## src/rtl/core_fetch_unit.sv

```systemverilog
// In-order instruction fetch: PC, request credit, in-flight PC queue, response FIFO, redirect flush.
// state | meaning: S_IDLE one cycle after reset | S_RUN normal fetch | S_DRAIN discarding stale responses
module core_fetch_unit #(
  parameter logic [63:0] RESET_PC = 64'h0,
  parameter int unsigned DEPTH    = 2
) (
  input  logic        clk,
  input  logic        rst,
  input  logic        fetch_en,
  input  logic        redirect_valid,
  input  logic [63:0] redirect_pc,
  output logic        imem_req_valid,
  input  logic        imem_req_ready,
  output logic [63:0] imem_req_addr,
  input  logic        imem_resp_valid,
  input  logic [31:0] imem_resp_data,
  output logic        instr_valid,
  input  logic        instr_ready,
  output logic [31:0] instr,
  output logic [63:0] instr_pc
);
  localparam int unsigned AW = $clog2(DEPTH);
  localparam int unsigned CW = AW + 1;
  localparam int unsigned DW = CW + 4;
  localparam logic [CW:0] DEPTH_L = DEPTH[CW:0];

  typedef enum logic [1:0] {
    S_IDLE  = 2'd0,
    S_RUN   = 2'd1,
    S_DRAIN = 2'd2
  } state_t;

  state_t         state_q, state_d;
  logic [63:0]    pc_q, pc_d;
  logic [CW-1:0]  out_q, out_d;
  logic [DW-1:0]  drop_q, drop_d;
  logic [CW-1:0]  fifo_cnt_q, fifo_cnt_d;
  logic [AW-1:0]  fifo_rd_q, fifo_rd_d;
  logic [AW-1:0]  fifo_wr_q, fifo_wr_d;
  logic [AW-1:0]  pcq_rd_q, pcq_rd_d;
  logic [AW-1:0]  pcq_wr_q, pcq_wr_d;

  logic [31:0]    fifo_data_q [DEPTH];
  logic [63:0]    fifo_pc_q   [DEPTH];
  logic [63:0]    pcq_q       [DEPTH];

  logic           credit_ok;
  logic           req_fire;
  logic           resp_drop;
  logic           push;
  logic           pop;
  logic [DW-1:0]  stale_cnt;
  logic           unused_redirect_lsb;

  assign unused_redirect_lsb = ^redirect_pc[1:0];

  assign credit_ok      = ({1'b0, out_q} + {1'b0, fifo_cnt_q}) < DEPTH_L;
  assign imem_req_valid = (state_q != S_IDLE) && fetch_en && !redirect_valid && credit_ok;
  assign imem_req_addr  = pc_q;
  assign req_fire       = imem_req_valid && imem_req_ready;

  // Responses with nothing outstanding and nothing to drop are ignored.
  assign resp_drop = !redirect_valid && imem_resp_valid && (drop_q != '0);
  assign push      = !redirect_valid && imem_resp_valid && (drop_q == '0) && (out_q != '0);
  assign pop       = !redirect_valid && instr_valid && instr_ready;

  assign instr_valid = (fifo_cnt_q != '0);
  assign instr       = instr_valid ? fifo_data_q[fifo_rd_q] : 32'h0;
  assign instr_pc    = instr_valid ? fifo_pc_q[fifo_rd_q]   : 64'h0;

  always_comb begin
    state_d    = state_q;
    pc_d       = pc_q;
    out_d      = out_q;
    drop_d     = drop_q;
    fifo_cnt_d = fifo_cnt_q;
    fifo_rd_d  = fifo_rd_q;
    fifo_wr_d  = fifo_wr_q;
    pcq_rd_d   = pcq_rd_q;
    pcq_wr_d   = pcq_wr_q;
    stale_cnt  = '0;

    if (redirect_valid) begin
      // Everything in flight becomes stale; the response arriving this cycle is one of them.
      stale_cnt = {{(DW-CW){1'b0}}, out_q} + drop_q;
      if (imem_resp_valid && (stale_cnt != '0)) begin
        stale_cnt = stale_cnt - DW'(1);
      end
      drop_d     = stale_cnt;
      out_d      = '0;
      pc_d       = {redirect_pc[63:2], 2'b00};
      fifo_cnt_d = '0;
      fifo_rd_d  = '0;
      fifo_wr_d  = '0;
      pcq_rd_d   = '0;
      pcq_wr_d   = '0;
      state_d    = (stale_cnt != '0) ? S_DRAIN : S_RUN;
    end else begin
      if (req_fire) begin
        pc_d     = pc_q + 64'd4;
        pcq_wr_d = pcq_wr_q + AW'(1);
      end
      if (resp_drop) begin
        drop_d = drop_q - DW'(1);
      end
      if (push) begin
        pcq_rd_d  = pcq_rd_q + AW'(1);
        fifo_wr_d = fifo_wr_q + AW'(1);
      end
      if (pop) begin
        fifo_rd_d = fifo_rd_q + AW'(1);
      end

      case ({req_fire, push})
        2'b10:   out_d = out_q + CW'(1);
        2'b01:   out_d = out_q - CW'(1);
        default: out_d = out_q;
      endcase

      case ({push, pop})
        2'b10:   fifo_cnt_d = fifo_cnt_q + CW'(1);
        2'b01:   fifo_cnt_d = fifo_cnt_q - CW'(1);
        default: fifo_cnt_d = fifo_cnt_q;
      endcase

      case (state_q)
        S_IDLE:  state_d = S_RUN;
        S_DRAIN: state_d = (drop_d == '0) ? S_RUN : S_DRAIN;
        default: state_d = S_RUN;
      endcase
    end
  end

  always_ff @(posedge clk or posedge rst) begin
    if (rst) begin
      state_q    <= S_IDLE;
      pc_q       <= RESET_PC;
      out_q      <= '0;
      drop_q     <= '0;
      fifo_cnt_q <= '0;
      fifo_rd_q  <= '0;
      fifo_wr_q  <= '0;
      pcq_rd_q   <= '0;
      pcq_wr_q   <= '0;
    end else begin
      state_q    <= state_d;
      pc_q       <= pc_d;
      out_q      <= out_d;
      drop_q     <= drop_d;
      fifo_cnt_q <= fifo_cnt_d;
      fifo_rd_q  <= fifo_rd_d;
      fifo_wr_q  <= fifo_wr_d;
      pcq_rd_q   <= pcq_rd_d;
      pcq_wr_q   <= pcq_wr_d;
    end
  end

  // Storage needs no reset: entries are only read once the matching count says they are valid.
  always_ff @(posedge clk) begin
    if (req_fire) begin
      pcq_q[pcq_wr_q] <= pc_q;
    end
    if (push) begin
      fifo_data_q[fifo_wr_q] <= imem_resp_data;
      fifo_pc_q[fifo_wr_q]   <= pcq_q[pcq_rd_q];
    end
  end

endmodule
```

## config.mk

```make
export PLATFORM = sky130hd
export DESIGN_NAME = core_fetch_unit
export DESIGN_NICKNAME = d
export VERILOG_FILES = /design/src/rtl/core_fetch_unit.sv
export SDC_FILE = /design/constraint.sdc
export NUM_CORES = 1
export LEC_CHECK = 0
export ABC_CLOCK_PERIOD_IN_PS = 6900
export CAP_MARGIN = 25
export CORE_MARGIN = 2
export CORE_UTILIZATION = 54
export CTS_CLUSTER_DIAMETER = 80
export DETAILED_ROUTE_END_ITERATION = 12
export PLACE_DENSITY = 0.91
export SYNTH_ARGS = -nofsm -noshare
export SYNTH_HDL_FRONTEND = slang
export SYNTH_SLANG_ARGS = --single-unit
```

## constraint.sdc

```tcl
create_clock -name clk -period 6.9 [get_ports clk]
set_clock_uncertainty 0.15 [all_clocks]
set_input_delay 1.38 -clock clk [delete_from_list [all_inputs] [get_ports clk]]
set_output_delay 1.38 -clock clk [all_outputs]
set_load 0.005 [all_outputs]
```

# Word level (Yosys, flattened, before mapping)
# Memory sizes are Yosys's and may differ from the RTL's.
# Index checks and enable logic that the tools add are counted.
op_classes:
  addsub: 13
  mul: 0
  div: 0
  magnitude_cmp: 1
  eq_ne: 5
  shift: 0
  n_mux: 29
  bitwise: 0
  reduce_logical: 25
op_table:
  columns: ["operator", "count"]
  rows:
  - ["64-bit two-way mux", 3]
  - ["64-bit by 3-bit adder with 64-bit output, second input constant", 1]
  - ["32-bit two-way mux", 1]
  - ["6-bit two-way mux", 5]
  - ["6-bit nonzero test", 3]
  - ["6-bit zero test", 2]
  - ["1-bit two-way mux", 12]
  - ["2-bit two-way mux", 6]
  - ["2-bit nonzero test", 6]
  - ["6-bit by 1-bit subtractor with 6-bit output, second input constant", 2]
  - ["1-bit logical AND", 11]
  - ["2-bit case mux with 2 select lines", 2]
  - ["2-bit by 6-bit adder with 6-bit output", 1]
  - ["2-bit equality test, second input constant", 3]
  - ["3-bit nonzero test", 2]
  - ["1-bit adder, second input constant", 4]
  - ["2-bit by 1-bit adder with 2-bit output, second input constant", 2]
  - ["2-bit by 1-bit equality test with 1-bit output, second input constant", 2]
  - ["2-bit by 1-bit subtractor with 2-bit output, second input constant", 2]
  - ["2-bit by 2-bit adder with 3-bit output", 1]
  - ["3-bit by 2-bit less-than comparator with 1-bit output, second input constant", 1]
  - ["1-bit zero test", 1]
word_totals:
  regBits: 80
  latchBits: 0
  ramBits: 320
  mem_bits_ro: 0
  in_bits: 103
  wordCells: 85
  memories: 3
memory_table:
  columns: ["memory", "depth", "word_bits", "read_ports", "rd_ports_with_merged_regs", "wr", "line", "rtl"]
  rows:
  - ["fifo_pc_q", 2, 64, 1, 0, 1, "44", "logic [63:0] fifo_pc_q [DEPTH];"]
  - ["pcq_q", 2, 64, 1, 0, 1, "45", "logic [63:0] pcq_q [DEPTH];"]
  - ["fifo_data_q", 2, 32, 1, 0, 1, "43", "logic [31:0] fifo_data_q [DEPTH];"]

# Longest topological paths before layout
# Gate-level depths: netlist of run 1.
logic_depth:
  depth_word: 9
  mapped_depth: 10
  mapped_depth_nobuf: 10

# Worst setup path after synthesis of run 1
# OpenSTA, ideal clock, no wires.
synth_path:
  path_type: "input-to-reg"
  startpoint: "input imem_resp_valid"
  endpoint: "memory fifo_data_q[0][0] (enable)"
  t_arrival_ns: 5.926
  path_slack_ns: 0.275
  path_stages: 4
  path_buffers: 1
  cell_sequence: "nor2b_1 > o2111ai_1 > clkbuf_1 > nor2_1"
synth_via:
  elab_chain_len: 5
synth_lines:
  columns: ["item", "line", "rtl"]
  rows:
  - ["from (decl)", "15", "input logic imem_resp_valid,"]
  - ["1-bit logical AND (3 in series)", "64", "assign push = !redirect_valid && imem_resp_valid && (drop_q == '0) && (out_q != '0);"]
  - ["1-bit two-way mux", "163", "if (push) begin"]
  - ["1-bit two-way mux (implied by the code)", "164", "fifo_data_q[fifo_wr_q] <= imem_resp_data;"]
  - ["to (decl)", "43", null]
# Every way passes these cells.

# Final worst setup path of run 1
layout_path:
  startpoint: "register fifo_rd_q"
  endpoint: "output instr_pc[45]"
layout_via:
  elab_chain_len: 2
layout_lines:
  columns: ["item", "line", "rtl"]
  rows:
  - ["from (decl)", "38", "logic [AW-1:0] fifo_rd_q, fifo_rd_d;"]
  - ["from (signal assigned)", "151", "fifo_rd_q <= fifo_rd_d;"]
  - ["memory 2 x 64 bit", null, null]
  - ["64-bit two-way mux", "69", "assign instr_pc = instr_valid ? fifo_pc_q[fifo_rd_q] : 64'h0;"]
  - ["to (decl)", "20", "output logic [63:0] instr_pc"]
# Every way passes these cells.

==> metrics.cfg, run 1 <==
[critical_path]
path_class = reg2out
worst_ep_arrival_time_ps = 2940
r2r_start = out_q[1]$_DFFE_PP0P_
critical_path_required_ps = 5370
start_kind = flop
r2r_end = imem_req_addr[27]$_DFFE_PP0N_
path_max_fanout = 35
critPathCaptureType = output port
reg2regPathDepth = 8
r2r_setup_slack_ps = 3340

[synth]
synth.avg_cell_area_um2 = 13.78
syn_inst = 1210
synth_cell_types = 78
seq_area_frac_synth = 0.6788
synth_top_flop_cell = edfxtp_1
syn-cell-area_um2 = 16680
async_flop_share = 0.2000
yosysWarnings = 0
synth_edf_count = 312
ys_seq_elements = 390

[sta]
maxSlewViolCount = 0
slew_headroom = 0.3392
worst_slew_pin_slew_ps = 991.2
min_period_over_period = 0.6480
grt_setup_unrepaired = no
min_period_ps = 4471
finalSetupViolations = 0
finalSetupTns_ps = 0
max_freq_mhz = 223.6
hold_violations = 0

[placement]
finalWeightedCongestion = 0.8499
dp_hpwl_um = 26810
dp.cells = 1815
io_buffers = 258

[grt]
grt_pass1_wl_um = 65430
globalRouteMet1Util = 0.3349
grt_antenna_before_repair = 4
grt-busiest-layer = met2
track_usage = 0.2585
grt-ovfl-total = 0
met3_usage = 0.04862
grt_max_degree = 95
grt_pass1_vias = 11552
use_met2 = 0.4423

[layout]
nets = 1573
syn2layout_area_growth_pct = 25.88
final_common_cell = edfxtp_1
drive_above_1_share = 0.1167
post-route-util = 0.6881
fill_cells = 1993
final_cell_mix = edfxtp_1, clkdlybuf4s50_1, nor2_1
instances_no_fill = 1890

[power]
combPwrFrac = 0.130
p_seq_frac = 0.496
leakage_nw = 7.057
power.switching_mw = 1.416
ir_drop_mv = 0.1640
powerDensity_nw_per_um2 = 274.0
intPower_mw = 4.335
swShare = 0.2463
p_clk_frac = 0.375

[die]
dieArea_um2 = 32300
core-area_um2 = 30510
start_util = 0.5466
die_width_um = 179.7
std_cell_rows = 64
die_h_um = 179.7
pin_count = 265

[detailed_routing]
wl_per_cell_um = 22.40
dr.first_iter.drc_count = 1064
drt_first_pass_iters = 6
postRouteAntennaNets = 0
route.detailed.drc = 0
via_per_inst = 6.054
drt-total-wl_um = 42340
vias = 11443

[run]
cap_violations = 0

[clocking]
cts_made_buffers = 40
cts_resized = 0
cts_root_buf = clkbuf_16
ctsHoldBuffers = 0
clk_latency_ps = 510
htree_levels = 2
cts.clk_slew.worst_paths_ps = 50
cts_setup_buffers = 0
cts_tree = done
clock_sinks = 390
clk_path_buf_depth = 3

[outcome]
status = finished clean

[min_path]
hold_end = pcq_q[0][58]$_DFFE_PP_
hp-class = reg2reg
min_from = imem_req_addr[58]$_DFFE_PP0N_
hold_path_depth = 0

[power by group through the flow]
stage | Clock, mW | Sequential [mW] | Combinational, mW
global route | 2.28 | 2.87 | 0.813
floorplan | 0 | 2.83 | 0.462
CTS | 2.18 | 2.85 | 0.740
global placement | 0 | 2.88 | 0.700
detailed placement | 0 | 2.89 | 0.734
finish | 2.15 | 2.85 | 0.746
[registers in the layout (all words and copies together), names as in the netlist]
register	flops
fifo_cnt_q	2
state_q	2
drop_q	6
fifo_pc_q	124
pcq_rd_q	1
pcq_q	124
fifo_rd_q	1
imem_req_addr	62
fifo_data_q	64
out_q	2
pcq_wr_q	1
fifo_wr_q	1
[metrics by stage]
stage                     hold slack, ps  setup slack, ps  total power [mW]  area, um^2
final                              395.8             2429             5.751       20990
after global routing               426.2             2362             5.960       20990
after CTS                          399.8             2472             5.764       20980
after detailed placement           381.0             2503             3.626       19670
after global placement             388.0             2617             3.580       19650
after floorplan                    322.7            274.7             3.288       16690
[metal layers]
metal,vias to the layer above,routed length [um]
met4,2,1171
met3,97,3012
met5,-,10
li1,5069,-
met2,561,21430
met1,5714,16720
[kinds of logic (layout without fill, tap and decap cells)]
group / count (synthesis) / count (layout) / share of synthesized area
flops: 390 / 390 / 0.6788
simple gates: 365 / 365 / 0.1069
compound gates: 182 / 182 / 0.07570
mux: 160 / 160 / 0.1007
buf+inv: 89 / 367 / 0.02288
xor+xnor: 15 / 15 / 0.007877
fa+ha+maj: 8 / 8 / 0.006902
other cells: 1 / 7 / 0.0002249
[area by class of cell]
type | instances | area (um^2) | share of cell area
sequential | 390 | 11330 | 0.5395
multi-input combinational | 734 | 5034 | 0.2398
timing repair buffer | 275 | 2743 | 0.1306
clock buffer | 49 | 1076 | 0.05125
tap | 396 | 495.5 | 0.02360
clock inverter | 22 | 232.7 | 0.01109
inverter | 21 | 80.08 | 0.003814
antenna | 3 | 7.507 | 0.0003576
[worst max-delay path: stages, from the launching register on]
cell	delay [ps]
dfrtp_4	810
buf_4	620
mux2i_1	160
nor2_1	250
clkdlybuf4s50_1	560
[how the worst max path moves through the flow]
| stage | end | start | cells after the start |
|---|---|---|---|
| after floorplan | fifo_data_q[0][0]$_DFFE_PP_ | imem_resp_valid | 4 |
| after global placement | imem_req_valid | redirect_valid | 4 |
| after detailed placement | fifo_data_q[0][13]$_DFFE_PP_ | imem_resp_valid | 5 |
| after CTS | instr[21] | fifo_rd_q$_DFFE_PP0P_ | 4 |
| after global routing | instr_pc[45] | fifo_rd_q$_DFFE_PP0P_ | 4 |
| final | instr_pc[45] | fifo_rd_q$_DFFE_PP0P_ | 4 |
[synthesized netlist by cell type (8+ instances only)]
library cell	number	area share
a21o_1	9	0.0041
a21oi_1	28	0.0084
a221o_1	8	0.0048
a22oi_1	8	0.0036
a31oi_1	12	0.0045
and2_1	8	0.0030
and3_1	13	0.0049
buf_1	9	0.0020
buf_2	8	0.0024
clkbuf_1	43	0.0097
dfrtp_1	78	0.12
edfxtp_1	312	0.56
inv_1	21	0.0047
mux2_2	62	0.042
mux2i_1	98	0.059
nand2_1	93	0.021
nand3_1	37	0.011
nand4_1	10	0.0038
nor2_1	130	0.029
nor3_1	10	0.0030
nor4_1	9	0.0034
o211ai_1	18	0.0081
o21ai_0	41	0.012
o311ai_0	16	0.0084
xnor2_1	11	0.0058
Power figures use the tool's default switching activity.
==> inputs of run 2 (changes only) <==
==> config.mk (replaced) <==
export PLATFORM = sky130hd
export DESIGN_NAME = core_fetch_unit
export DESIGN_NICKNAME = d
export VERILOG_FILES = /design/src/rtl/core_fetch_unit.sv
export SDC_FILE = /design/constraint.sdc
export NUM_CORES = 1
export LEC_CHECK = 0
export ABC_CLOCK_PERIOD_IN_PS = 3900
export CAP_MARGIN = 25
export CORE_MARGIN = 2
export CORE_UTILIZATION = 49
export CTS_CLUSTER_DIAMETER = 80
export DETAILED_ROUTE_END_ITERATION = 12
export PLACE_DENSITY = 0.88
export SYNTH_ARGS = -nofsm -noshare
export SYNTH_HDL_FRONTEND = slang
export SYNTH_SLANG_ARGS = --single-unit
==> constraint.sdc (replaced) <==
create_clock -name clk -period 3.9 [get_ports clk]
set_clock_uncertainty 0.15 [all_clocks]
set_input_delay 0.78 -clock clk [delete_from_list [all_inputs] [get_ports clk]]
set_output_delay 0.78 -clock clk [all_outputs]
set_load 0.005 [all_outputs]
==> run 2 against run 1 <==
Compared with the run above: first-iteration DRC count shrank 19%; final cell count grew 3.7%; critical endpoint is now instr_pc[55]; sequential share of layout area shrank 0.31 points; combinational power grew 80%; die area grew 10%; critical path depth is the same; clock-buffer cell count grew 7; largest power group unchanged; power grew 73%; worst setup slack lost 2000 ps; sequential power grew 77%; utilization shrank 5.8 points.
==> metrics.cfg, run 2 (synthesized netlist as in run 1, its figures left out) <==
[outcome]
status = finished clean  ; unchanged

[die]
die_h_um = 188.5  ; was 179.7 um
dieArea_um2 = 35530  ; was 32300 um^2
std_cell_rows = 67  ; was 64
start_util = 0.4974  ; was 0.5466
pin_count = 265  ; unchanged
core-area_um2 = 33530  ; was 30510 um^2
die_width_um = 188.5  ; was 179.7 um

[clocking]
cts_tree = done  ; unchanged
cts_resized = 0  ; unchanged
clock_sinks = 390  ; unchanged
cts_root_buf = clkbuf_16  ; unchanged
htree_levels = 2  ; unchanged
cts_setup_buffers = 0  ; unchanged
ctsHoldBuffers = 0  ; unchanged
cts_made_buffers = 40  ; unchanged
clk_latency_ps = 530  ; was 510 ps
clk_path_buf_depth = 3  ; unchanged
cts.clk_slew.worst_paths_ps = 60  ; was 50 ps

[layout]
drive_above_1_share = 0.1222  ; was 0.1167
final_cell_area_um2 = 21120  ; was 20990 um^2
largestRegisters = fifo_pc_q (124), pcq_q (124), fifo_data_q (64)  ; unchanged
instances_no_fill = 1960  ; was 1890
post-route-util = 0.6297  ; was 0.6881
nets = 1586  ; was 1573
final_common_cell = edfxtp_1  ; unchanged
syn2layout_area_growth_pct = 26.61  ; was 25.88%
final_cell_mix = edfxtp_1, clkdlybuf4s50_1, nor2_1  ; unchanged
fill_cells = 2399  ; was 1993

[sta]
finalSetupTns_ps = 0  ; unchanged
grt_setup_unrepaired = no  ; unchanged
maxSlewViolCount = 0  ; unchanged
max_freq_mhz = 284.7
worst_slew_pin_slew_ps = 829.2  ; was 991.2 ps
layout_setup_ws_ps = 387.7  ; was 2429 ps
slew_headroom = 0.4472  ; was 0.3392
min_period_over_period = 0.9006
finalSetupViolations = 0  ; unchanged
hold_violations = 0  ; unchanged
min_period_ps = 3512

[power]
powerDensity_nw_per_um2 = 471.9  ; was 274.0 nW/um^2
ir_drop_mv = 0.3135  ; was 0.1640 mV
leakage_nw = 7.091  ; was 7.057 nW

[placement]
finalWeightedCongestion = 0.8648  ; was 0.8499
dp.cells = 1881  ; was 1815
dp_slack_ps = 532.6  ; was 2503 ps
dp_hpwl_um = 27130  ; was 26810 um
io_buffers = 258  ; unchanged
placed_cell_area_um2 = 19860  ; was 19670 um^2

[critical_path]
reg2regPathDepth = 10  ; was 8
worst_ep_arrival_time_ps = 2580  ; was 2940 ps
path_class = reg2out  ; unchanged
path_max_fanout = 28  ; was 35
r2r_start = out_q[0]$_DFFE_PP0P_  ; was out_q[1]$_DFFE_PP0P_
r2r_end = state_q[1]$_DFF_PP0_  ; was imem_req_addr[27]$_DFFE_PP0N_
critical_path_required_ps = 2970  ; was 5370 ps
start_kind = flop  ; unchanged
r2r_setup_slack_ps = 480  ; was 3340 ps
critPathCaptureType = output port  ; unchanged

[grt]
track_usage = 0.2302  ; was 0.2585
grt_pass1_wl_um = 63990  ; was 65430 um
grt-ovfl-total = 0  ; unchanged
grt_pass1_vias = 11328  ; was 11552
grt_antenna_before_repair = 5  ; was 4
grt_max_degree = 95  ; unchanged

[detailed_routing]
via_per_inst = 5.810  ; was 6.054
drt_first_pass_iters = 5  ; was 6
route.detailed.drc = 0  ; unchanged
vias = 11388  ; was 11443
wl_per_cell_um = 21.10  ; was 22.40 um
drt-total-wl_um = 41350  ; was 42340 um
dr.first_iter.drc_count = 857  ; was 1064
postRouteAntennaNets = 0  ; unchanged

[min_path]
hold_end = fifo_pc_q[0][22]$_DFFE_PP_  ; was pcq_q[0][58]$_DFFE_PP_
min_from = pcq_q[1][22]$_DFFE_PP_  ; was imem_req_addr[58]$_DFFE_PP0N_
hold_path_depth = 1  ; was 0
hp-class = reg2reg  ; unchanged

[run]
cap_violations = 0  ; unchanged

-- run 2: cell count changes in the layout (fill, tap and decap cells not counted), moves of 2 or more --
| cell | delta |
|---|---|
| diode_2 | +3 |
| buf_12 | +2 |
| clkbuf_1 | +5 |
| bufinv_16 | -4 |
| clkbuf_8 | +3 |
| buf_4 | +11 |
| clkinv_2 | -2 |
-- run 2: worst max path at each step --
stage                     startpoint                     endpoint
4_1_cts        fifo_rd_q$_DFFE_PP0P_                 instr_pc[55]
3_3_place_gp    out_q[0]$_DFFE_PP0P_         state_q[1]$_DFF_PP0_
2_1_floorplan        imem_resp_valid  fifo_data_q[0][0]$_DFFE_PP_
6_report       fifo_rd_q$_DFFE_PP0P_                 instr_pc[55]
5_1_grt         out_q[0]$_DFFE_PP0P_         state_q[1]$_DFF_PP0_
3_5_place_dp    out_q[0]$_DFFE_PP0P_         state_q[1]$_DFF_PP0_
-- run 2: power breakdown --
part / leakage (nW) / internal, mW / switching, mW / total (mW)
logic: 2.71 / 0.651 / 0.686 / 1.34
registers: 3.78 / 4.74 / 0.304 / 5.04
clock network: 0.607 / 2.06 / 1.52 / 3.59
-- run 2: per-layer routing --
metal | vias to the layer above | routed length, um | GRT usage
li1 | 5117 | - | -
met1 | 5616 | 16350 | 0.3025
met2 | 562 | 20320 | 0.3829
met3 | 91 | 3410 | 0.04694
met4 | 2 | 1255 | 0.08053
met5 | - | 11 | 0
-- run 2: area by class of cell --
type                       instances  area [um^2]  share of cell area
sequential                       390        11330              0.5364
multi-input combinational        734         5032              0.2383
timing repair buffer             288         2865              0.1357
clock buffer                      56         1111             0.05262
tap                              448        560.5             0.02655
clock inverter                    17        125.1            0.005926
inverter                          21        80.08            0.003792
antenna                            6        15.01           0.0007111
-- run 2: critical path, cell delays in order, from the launching register on --
cell	delay, ps
dfrtp_4	790
buf_4	440
mux2i_1	270
nor2_1	80
clkdlybuf4s50_1	480
-- run 2: through the flow --
stage / hold slack, ps / total power [mW]
6_report: 400.7 / 9.964
5_1_grt: 415.1 / 10.32
4_1_cts: 406.4 / 9.994
3_5_place_dp: 395.0 / 6.428
3_3_place_gp: 379.9 / 6.343
2_1_floorplan: 329.2 / 5.814
==> inputs of run 3 (changes only) <==
--- a/config.mk
+++ b/config.mk
@@ -12,6 +12,7 @@
 export CTS_CLUSTER_DIAMETER = 80
 export DETAILED_ROUTE_END_ITERATION = 12
 export PLACE_DENSITY = 0.88
+export RECOVER_POWER = 25
 export SYNTH_ARGS = -nofsm -noshare
 export SYNTH_HDL_FRONTEND = slang
 export SYNTH_SLANG_ARGS = --single-unit
==> run 3 against run 2 <==
Compared with the run above: the run now ends with capacitance limit, slew limit left; critical path depth stayed put; global-route usage stayed put; utilization hardly changed; clock power hardly changed.
==> metrics.cfg, run 3 (synthesized netlist as in run 1, its figures left out) <==
[clocking]
clock_sinks = 390  ; unchanged
ctsHoldBuffers = 0  ; unchanged
cts_resized = 0  ; unchanged
clk_path_buf_depth = 3  ; unchanged
cts_root_buf = clkbuf_16  ; unchanged
cts_tree = done  ; unchanged
cts_setup_buffers = 0  ; unchanged
clk_latency_ps = 530  ; about the same
cts_made_buffers = 40  ; unchanged
htree_levels = 2  ; unchanged
cts.clk_slew.worst_paths_ps = 60  ; about the same

[sta]
layout_setup_ws_ps = 391.2  ; was 387.7 ps
grt_setup_unrepaired = no  ; unchanged
slew_headroom = -0.3646  ; was 0.4472
hold_violations = 0  ; unchanged
worst_slew_pin_slew_ps = 2036  ; was 829.2 ps
maxSlewViolCount = 44  ; was 0
max_freq_mhz = 285.0  ; was 284.7 MHz
min_period_over_period = 0.8997  ; was 0.9006
finalSetupTns_ps = 0  ; unchanged
min_period_ps = 3509  ; was 3512 ps
finalSetupViolations = 0  ; unchanged

[outcome]
status = complete, but fails checks  ; was finished clean
violations = capacitance limit, slew limit

[layout]
largestRegisters = fifo_pc_q (124), pcq_q (124), fifo_data_q (64)  ; unchanged
drive_above_1_share = 0.1215  ; was 0.1222
final_common_cell = edfxtp_1  ; unchanged
syn2layout_area_growth_pct = 26.60  ; was 26.61%
nets = 1586  ; unchanged
final_cell_mix = edfxtp_1, clkdlybuf4s50_1, nor2_1  ; unchanged

[critical_path]
crit_chain = buf_4, mux2i_1, nor2_1, clkdlybuf4s50_1  ; unchanged
path_class = reg2out  ; unchanged
critical_path.slowest_cell = dfrtp_4  ; unchanged
start_kind = flop  ; unchanged
critical_path_required_ps = 2970  ; about the same
critPathCaptureType = output port  ; unchanged
worst_ep_arrival_time_ps = 2580  ; about the same
path_max_fanout = 28  ; unchanged
slowest_delay_ps = 790  ; about the same

[detailed_routing]
drt-total-wl_um = 41520  ; was 41350 um
drt_first_pass_iters = 5  ; unchanged
vias = 11423  ; was 11388
route.detailed.drc = 0  ; unchanged
postRouteAntennaNets = 0  ; unchanged
dr.first_iter.drc_count = 856  ; was 857
via_per_inst = 5.825  ; was 5.810
wl_per_cell_um = 21.17  ; was 21.10 um

[min_path]
hp-class = reg2reg  ; unchanged

[die]
std_cell_rows = 67  ; unchanged
core-area_um2 = 33530  ; unchanged
pin_count = 265  ; unchanged
dieArea_um2 = 35530  ; unchanged
die_h_um = 188.5  ; unchanged
die_width_um = 188.5  ; unchanged
start_util = 0.4974  ; unchanged

[grt]
grt_pass1_wl_um = 63990  ; unchanged
grt_max_degree = 95  ; unchanged
grt-ovfl-total = 0  ; unchanged
track_usage = 0.2302  ; unchanged
grt_antenna_before_repair = 7  ; was 5
grt_pass1_vias = 11328  ; unchanged

[placement]
dp_hpwl_um = 27130  ; unchanged
finalWeightedCongestion = 0.8648  ; unchanged
io_buffers = 258  ; unchanged
dp_slack_ps = 532.6  ; unchanged

[power]
leakage_nw = 7.092  ; was 7.091 nW
powerDensity_nw_per_um2 = 472.1  ; was 471.9 nW/um^2
ir_drop_mv = 0.3140  ; was 0.3135 mV

[run]
cap_violations = 1  ; was 0

run 3: layer usage:
metal	vias up	routed length, um	track usage
li1	5120	-	-
met1	5657	16600	0.3025
met2	548	20400	0.3829
met3	94	3275	0.04694
met4	4	1216	0.08053
met5	-	24	0
run 3: where the power goes:
part,internal (mW),total [mW],leakage [nW],switching (mW)
sequential,4.74,5.04,3.78,0.306
clock,2.06,3.59,0.607,1.53
combinational,0.644,1.33,2.71,0.687
run 3: path summary, 6_finish.rpt:
kind	startpoint	end	slack (ps)	depth (start not counted)
max	fifo_rd_q$_DFFE_PP0P_	instr_pc[52]	390	4
min	pcq_q[1][22]$_DFFE_PP_	fifo_pc_q[0][22]$_DFFE_PP_	400	1
max in group asynchronous	rst	imem_req_addr[34]$_DFFE_PP0N_	920	3
min in group asynchronous	rst	drop_q[1]$_DFF_PP0_	1090	2
max reg2reg	out_q[0]$_DFFE_PP0P_	state_q[1]$_DFF_PP0_	460	10
min reg2reg	pcq_q[1][22]$_DFFE_PP_	fifo_pc_q[0][22]$_DFFE_PP_	400	1
run 3: cell type report:
| type | instances | area, um^2 |
|---|---|---|
| Multi-Input combinational cell | 734 | 5032 |
| Sequential cell | 390 | 11330 |
| Clock buffer | 56 | 1111 |
| Clock inverter | 17 | 125.1 |
| Timing Repair Buffer | 288 | 2861 |
| Fill cell | 2400 | 12420 |
| Inverter | 21 | 80.08 |
| Antenna cell | 7 | 17.52 |
| Tap cell | 448 | 560.5 |
run 3: per-stage QoR:
stage	utilization	total power [mW]	cells	area [um^2]	hold WS, ps
after floorplan	-	5.814	1213	16700	329.2
after global placement	0.5924	6.343	1881	19860	379.9
after detailed placement	0.5924	6.428	1881	19860	395.0
after CTS	0.6293	9.994	1954	21100	406.4
after global routing	0.6294	10.32	1958	21110	415.1
final	0.6297	9.969	1961	21110	401.6
run 3: worst max-delay path, delay by kind of cell (launching register included):
kind / cells / cell delay, ps
multiplexers: 1 / 270
AND/OR/NAND/NOR: 1 / 70
flip-flops: 1 / 790
buffers and inverters: 2 / 920
